File: src/rtl/hk_fetch_sequencer_if.sv
// Bus between the HK fetch sequencer, the HK memory and the round datapath.
// The master modport is the sequencer; the slave modport is the memory/datapath side.
interface hk_fetch_sequencer_if;
    // HK memory side
    logic         hk_rdy;
    logic [31:0]  ram_dr;
    logic         copy_rom;
    logic         hk_selector;
    logic [2:0]   h_addr;
    logic [5:0]   k_addr;
    // Control and round-datapath side
    logic         start;
    logic         k_ready;
    logic [255:0] h_init;
    logic         h_valid;
    logic [31:0]  k_t;
    logic         k_valid;
    logic [5:0]   k_idx;
    logic         k_last;
    logic         busy;

    modport master (
        input  hk_rdy, ram_dr, start, k_ready,
        output copy_rom, hk_selector, h_addr, k_addr,
        output h_init, h_valid, k_t, k_valid, k_idx, k_last, busy
    );

    modport slave (
        output hk_rdy, ram_dr, start, k_ready,
        input  copy_rom, hk_selector, h_addr, k_addr,
        input  h_init, h_valid, k_t, k_valid, k_idx, k_last, busy
    );
endinterface

File: src/rtl/hk_fetch_sequencer.sv
// Read-side master for the HK memory: requests the ROM->RAM copy after reset,
// then on each START loads H0..H(H_COUNT-1) into H_INIT and streams
// K0..K(K_COUNT-1) to the round datapath over a valid/ready handshake.
module hk_fetch_sequencer #(
    parameter int H_COUNT = 8,
    parameter int K_COUNT = 64
) (
    input  logic                 CLK,
    input  logic                 RST_N,
    hk_fetch_sequencer_if.master bus
);

    typedef enum logic [2:0] {
        S_COPY     = 3'd0,
        S_IDLE     = 3'd1,
        S_LOAD_H   = 3'd2,
        S_K_FILL   = 3'd3,
        S_K_STREAM = 3'd4
    } state_t;

    localparam logic [2:0] H_LAST = 3'(H_COUNT - 1);
    localparam logic [5:0] K_LAST = 6'(K_COUNT - 1);

    state_t         state_q, state_d;
    logic           copy_rom_q, copy_rom_d;
    logic           hk_sel_q, hk_sel_d;
    logic [2:0]     h_addr_q, h_addr_d;
    logic [5:0]     k_addr_q, k_addr_d;
    logic [255:0]   h_init_q, h_init_d;
    logic           h_valid_q, h_valid_d;
    logic [31:0]    k_t_q, k_t_d;
    logic           k_valid_q, k_valid_d;
    logic [5:0]     k_idx_q, k_idx_d;
    logic           busy_q, busy_d;
    logic           k_hs;

    assign k_hs = k_valid_q && bus.k_ready;

    // State register
    always_ff @(posedge CLK or negedge RST_N) begin
        if (!RST_N) begin
            state_q <= S_COPY;
        end else begin
            state_q <= state_d;
        end
    end

    // Next-state decode
    always_comb begin
        state_d = state_q;
        case (state_q)
            S_COPY:     if (bus.hk_rdy) state_d = S_IDLE;
            S_IDLE:     if (bus.start) state_d = S_LOAD_H;
            S_LOAD_H:   if (h_addr_q == H_LAST) state_d = S_K_FILL;
            S_K_FILL:   state_d = S_K_STREAM;
            S_K_STREAM: if (k_hs && (k_idx_q == K_LAST)) state_d = S_IDLE;
            default:    state_d = S_COPY;
        endcase
    end

    // Next values of the registered outputs
    always_comb begin
        copy_rom_d = copy_rom_q;
        hk_sel_d   = hk_sel_q;
        h_addr_d   = h_addr_q;
        k_addr_d   = k_addr_q;
        h_init_d   = h_init_q;
        h_valid_d  = 1'b0;
        k_t_d      = k_t_q;
        k_valid_d  = k_valid_q;
        k_idx_d    = k_idx_q;
        case (state_q)
            S_COPY: begin
                copy_rom_d = !bus.hk_rdy;
            end
            S_IDLE: begin
                hk_sel_d = 1'b0;
                h_addr_d = 3'd0;
            end
            S_LOAD_H: begin
                // H0 occupies the top word of H_INIT
                for (int i = 0; i < 8; i++) begin
                    if ((i < H_COUNT) && (h_addr_q == 3'(i))) begin
                        h_init_d[255 - 32*i -: 32] = bus.ram_dr;
                    end
                end
                if (h_addr_q == H_LAST) begin
                    h_valid_d = 1'b1;
                    hk_sel_d  = 1'b1;
                    h_addr_d  = 3'd0;
                    k_addr_d  = 6'd0;
                end else begin
                    h_addr_d = h_addr_q + 3'd1;
                end
            end
            S_K_FILL: begin
                k_t_d     = bus.ram_dr;
                k_idx_d   = 6'd0;
                k_valid_d = 1'b1;
                k_addr_d  = (K_COUNT > 1) ? 6'd1 : 6'd0;
            end
            S_K_STREAM: begin
                if (k_hs) begin
                    if (k_idx_q == K_LAST) begin
                        k_valid_d = 1'b0;
                        hk_sel_d  = 1'b0;
                        k_addr_d  = 6'd0;
                        k_idx_d   = 6'd0;
                    end else begin
                        k_t_d   = bus.ram_dr;
                        k_idx_d = k_idx_q + 6'd1;
                        // The prefetch address stops at the last word so it never wraps
                        if (k_addr_q != K_LAST) begin
                            k_addr_d = k_addr_q + 6'd1;
                        end
                    end
                end
            end
            default: ;
        endcase
        busy_d = (state_d == S_LOAD_H) || (state_d == S_K_FILL) || (state_d == S_K_STREAM);
    end

    // Output registers
    always_ff @(posedge CLK or negedge RST_N) begin
        if (!RST_N) begin
            copy_rom_q <= 1'b0;
            hk_sel_q   <= 1'b0;
            h_addr_q   <= 3'd0;
            k_addr_q   <= 6'd0;
            h_init_q   <= '0;
            h_valid_q  <= 1'b0;
            k_t_q      <= '0;
            k_valid_q  <= 1'b0;
            k_idx_q    <= 6'd0;
            busy_q     <= 1'b0;
        end else begin
            copy_rom_q <= copy_rom_d;
            hk_sel_q   <= hk_sel_d;
            h_addr_q   <= h_addr_d;
            k_addr_q   <= k_addr_d;
            h_init_q   <= h_init_d;
            h_valid_q  <= h_valid_d;
            k_t_q      <= k_t_d;
            k_valid_q  <= k_valid_d;
            k_idx_q    <= k_idx_d;
            busy_q     <= busy_d;
        end
    end

    assign bus.copy_rom    = copy_rom_q;
    assign bus.hk_selector = hk_sel_q;
    assign bus.h_addr      = h_addr_q;
    assign bus.k_addr      = k_addr_q;
    assign bus.h_init      = h_init_q;
    assign bus.h_valid     = h_valid_q;
    assign bus.k_t         = k_t_q;
    assign bus.k_valid     = k_valid_q;
    assign bus.k_idx       = k_idx_q;
    assign bus.k_last      = k_valid_q && (k_idx_q == K_LAST);
    assign bus.busy        = busy_q;

endmodule

File: src/flat_wrapper.sv
// flat-port wrapper written by rule: the top's interface ports become plain ports
module hk_fetch_sequencer_flat 
#(
    parameter int H_COUNT = 8,
    parameter int K_COUNT = 64
)
  (CLK, RST_N, bus_hk_rdy, bus_ram_dr, bus_start, bus_k_ready, bus_copy_rom, bus_hk_selector, bus_h_addr, bus_k_addr, bus_h_init, bus_h_valid, bus_k_t, bus_k_valid, bus_k_idx, bus_k_last, bus_busy);
  hk_fetch_sequencer_if bus_i ();
  input  logic CLK;
  input  logic RST_N;
  input wire logic [$bits(bus_i.hk_rdy)-1:0] bus_hk_rdy;
  input wire logic [$bits(bus_i.ram_dr)-1:0] bus_ram_dr;
  input wire logic [$bits(bus_i.start)-1:0] bus_start;
  input wire logic [$bits(bus_i.k_ready)-1:0] bus_k_ready;
  output wire logic [$bits(bus_i.copy_rom)-1:0] bus_copy_rom;
  output wire logic [$bits(bus_i.hk_selector)-1:0] bus_hk_selector;
  output wire logic [$bits(bus_i.h_addr)-1:0] bus_h_addr;
  output wire logic [$bits(bus_i.k_addr)-1:0] bus_k_addr;
  output wire logic [$bits(bus_i.h_init)-1:0] bus_h_init;
  output wire logic [$bits(bus_i.h_valid)-1:0] bus_h_valid;
  output wire logic [$bits(bus_i.k_t)-1:0] bus_k_t;
  output wire logic [$bits(bus_i.k_valid)-1:0] bus_k_valid;
  output wire logic [$bits(bus_i.k_idx)-1:0] bus_k_idx;
  output wire logic [$bits(bus_i.k_last)-1:0] bus_k_last;
  output wire logic [$bits(bus_i.busy)-1:0] bus_busy;
  assign bus_i.hk_rdy = bus_hk_rdy;
  assign bus_i.ram_dr = bus_ram_dr;
  assign bus_i.start = bus_start;
  assign bus_i.k_ready = bus_k_ready;
  assign bus_copy_rom = bus_i.copy_rom;
  assign bus_hk_selector = bus_i.hk_selector;
  assign bus_h_addr = bus_i.h_addr;
  assign bus_k_addr = bus_i.k_addr;
  assign bus_h_init = bus_i.h_init;
  assign bus_h_valid = bus_i.h_valid;
  assign bus_k_t = bus_i.k_t;
  assign bus_k_valid = bus_i.k_valid;
  assign bus_k_idx = bus_i.k_idx;
  assign bus_k_last = bus_i.k_last;
  assign bus_busy = bus_i.busy;
  hk_fetch_sequencer #(.H_COUNT(H_COUNT), .K_COUNT(K_COUNT)) u_core (.CLK(CLK), .RST_N(RST_N), .bus(bus_i));
endmodule
File: config.mk
export PLATFORM = sky130hd
export DESIGN_NAME = hk_fetch_sequencer_flat
export DESIGN_NICKNAME = d
export VERILOG_FILES = /design/src/rtl/hk_fetch_sequencer_if.sv /design/src/rtl/hk_fetch_sequencer.sv /design/src/flat_wrapper.sv
export SDC_FILE = /design/constraint.sdc
export NUM_CORES = 1
export LEC_CHECK = 0
export CAP_MARGIN = 25
export CORE_ASPECT_RATIO = 0.75
export CORE_MARGIN = 2
export CORE_UTILIZATION = 48
export DETAILED_ROUTE_END_ITERATION = 10
export GPL_ROUTABILITY_DRIVEN = 0
export GPL_TIMING_DRIVEN = 0
export PLACE_DENSITY_LB_ADDON = 0.05
export SETUP_SLACK_MARGIN = 0.1
export SYNTH_ARGS = -nofsm -noshare
export SYNTH_HDL_FRONTEND = slang
export SYNTH_SLANG_ARGS = --single-unit
File: constraint.sdc
create_clock -name CLK -period 2.9 [get_ports CLK]
set_clock_uncertainty 0.2 [all_clocks]
set_input_delay 0.435 -clock CLK [delete_from_list [all_inputs] [get_ports CLK]]
set_output_delay 0.435 -clock CLK [all_outputs]
set_load 0.05 [all_outputs]
==> impl_metrics.toml <==
[job]
maxCapViolCount = 0

[final_layout]
areaGrowthSynthToFinish_pct = 41.09
antennaDiodeCount = 0
drive_above_1_share = 0.3296
num-fill-cells = 1773
final_nets = 1171

[floorplanning]
chipHeight_um = 140.6
dieArea_um2 = 26170
core_um2 = 24220
dieWidth_um = 186.1
core.rowCount = 49
initial_utilization = 0.4931
io-pin-count = 346

[detailed_routing]
routed_wl_um = 30400
viasPerCell = 5.129
postRouteAntennaNets = 0
drt_iter0_markers = 299
dr_total_vias = 7581
drc = 0
wire_per_inst_um = 20.57
firstDrtPassIters = 4

[critical_path]
startpoint_type = "flop"
crit_required_ns = 3.13
max_stage_delay_ns = 0.46
cpLargestDelayFamily = "buffers and inverters"
path_cells = "or2_1 -> clkbuf_1 -> nor2_2 -> and2_1 -> clkbuf_1 -> buf_2 -> mux2_2"
crit_type = "reg2reg"
cp_num_buf_inv = 3
worstPathArrival_ns = 2.87
crit_slowest_cell = "dfrtp_1"
regToRegSetupSlack_ns = 0.26
reg2regPathDepth = 7
worst-path-stages = 7
path_max_fanout = 10
crit_top_cell = "clkbuf_1"
endpoint_kind = "flop"

[logic_synthesis]
synth_cells = 745
avgSynthCellArea_um2 = 16.03
syn-num-nets = 790
synth-edff-count = 0
synthArstFlopShare = 1.000
synthFlopType = "dfrtp_1"
syn_area_um2 = 11940
ys_warn_count = 0
yosysUniqueCellTypes = 40
ys_seq_elements = 311
ys_seq_area_frac = 0.6518

[clock_network]
cts_tree = "yes"
clock_latency_ns = 0.54
clockBufferDepth = 3
cts_sinks = 311
h-tree-depth = 1
postCtsSetupBuffers = 0
cts_root_buf = "clkbuf_16"
path_clk_slew_ns = 0.06
cts_buffers = 31

[pwr]
vdd.ir_drop.worst_v = 0.0008344
p_leak_nw = 7.369
p_per_area_nw_per_um2 = 1224
fin_total_pwr_w = 0.02062

[timing]
setup_viol = 0
fin_tns_setup_ns = 0
maxSlewHeadroom = 0.5725
fmax_ghz = 0.3785
worst_hold_slack_ns = 0.2550
final_hold_viol_count = 0
layout_setup_ws_ns = 0.2582
period_share = 0.9110
slew_violations = 0
fin_crit_ns = 2.642
worst_slew_pin_slew_ns = 0.6412
rsz0062_at_grt = "true"

[placement]
hpwl_um = 21320
dp_worst_setup_slack_ns = 0.1972
io_buffer_count = 345

[grt]
antenna_found_initial = 0
grt_pass1_wl_um = 46750
grt_pass1_vias = 7698
grtUsageTotal = 0.2338
grt_max_degree = 121
grt_overflow = 0

[run_status]
status = "complete, no violations"

[worst_hold_path]
hold_class = "in2async"
[Yosys cell counts (all sizes together) (3+ instances only)]
cell	number	area (µm²)
and2	4	25.02
and3	3	18.77
buf	29	163.9
clkbuf	5	18.77
dfrtp	311	7782
ha	8	100.1
inv	6	22.52
mux2	290	3266
nand2	16	60.06
nand3	8	40.04
nor2	14	55.06
o21ai	16	91.34
o31ai	6	58.81
or2	4	25.03
[per-layer routing]
layer / track usage / vias up / wire, µm
met1: 0.3156 / 3866 / 13160
li1: - / 3420 / -
met2: 0.3592 / 241 / 13580
met3: 0.07957 / 54 / 2584
met4: 0.07252 / 0 / 1073
met5: 0 / - / 0
[per-stage QoR]
step	cell area (µm²)	utilization	cells
6_report	16850	0.6956	1478
5_1_grt	16850	0.6956	1478
4_1_cts	16840	0.6953	1478
3_5_place_dp	15870	0.6552	1423
3_3_place_gp	15810	0.6528	1421
2_1_floorplan	11940	-	745
[logic make-up (layout without fill, tap and decap cells)]
family / after synthesis / after routing / synth area share
AO/OA/AOI/OAI: 34 / 34 / 0.02190
XOR/XNOR: 2 / 2 / 0.001467
adder cells (fa/ha/maj): 8 / 8 / 0.008383
buffers and inverters: 40 / 442 / 0.01718
flip-flops: 311 / 311 / 0.6518
multiplexers: 292 / 292 / 0.2752
AND/OR/NAND/NOR: 58 / 58 / 0.02410
[flip-flops by register name, indices dropped and copies added (netlist names)]
register	cells
u_core.bus.busy	1
u_core.bus.copy_rom	1
u_core.bus.h_addr	3
u_core.bus.h_init	256
u_core.bus.h_valid	1
u_core.bus.hk_selector	1
u_core.bus.k_addr	6
u_core.bus.k_idx	6
u_core.bus.k_t	32
u_core.bus.k_valid	1
u_core.state_q	3
[report_power, final]
part / switching [W] / total, W / internal (W)
clock: 0.00159 / 0.00374 / 0.00215
combinational: 0.00674 / 0.0104 / 0.00369
sequential: 0.000705 / 0.00645 / 0.00574
total: 0.00904 / 0.0206 / 0.0116
[final timing paths]
kind	start	to
setup / recovery	u_core.state_q[2]	u_core.bus.h_init[149]
max in group asynchronous	RST_N	u_core.bus.h_init[59]
setup reg to reg	u_core.state_q[2]	u_core.bus.h_init[149]
hold / removal	RST_N	u_core.bus.h_init[101]
hold reg to reg	u_core.bus.h_init[238]	u_core.bus.h_init[238]
min in group CLK	u_core.bus.h_init[238]	u_core.bus.h_init[238]
[cells in the final DEF (no fill, tap or decap), drive strengths merged, types with 2 or more instances in the layout]
| cell | count |
|---|---|
| clkinv | 9 |
| inv | 6 |
| o21bai | 2 |
| mux2i | 2 |
| o21ai | 16 |
| nor2b | 2 |
| buf | 30 |
| nand2b | 2 |
| nor2 | 14 |
| dfrtp | 311 |
| nand3 | 8 |
| clkdlybuf4s50 | 343 |
| o31ai | 6 |
| clkbuf | 52 |
| nand2 | 16 |
| ha | 8 |
| or2 | 4 |
| a21oi | 2 |
| mux2 | 290 |
| and2 | 4 |
| and3 | 3 |
| a22oi | 2 |
[what timing repair did]
action                     CTS  global route
resized for setup            4             8
setup endpoints to repair    1            33
hold buffers                 1             0
hold endpoints to repair    76             0
[cell type report]
class | count | area (µm²) | share of cell area
sequential | 311 | 7782 | 0.4620
inverter | 6 | 22.52 | 0.001337
clock inverter | 10 | 52.55 | 0.003119
tap | 331 | 414.1 | 0.02458
buffer | 34 | 191.4 | 0.01136
timing repair buffer | 348 | 3518 | 0.2089
multi-input combinational | 394 | 3960 | 0.2351
clock buffer | 44 | 904.6 | 0.05370
Note: power is estimated with default switching activity, not from simulation.
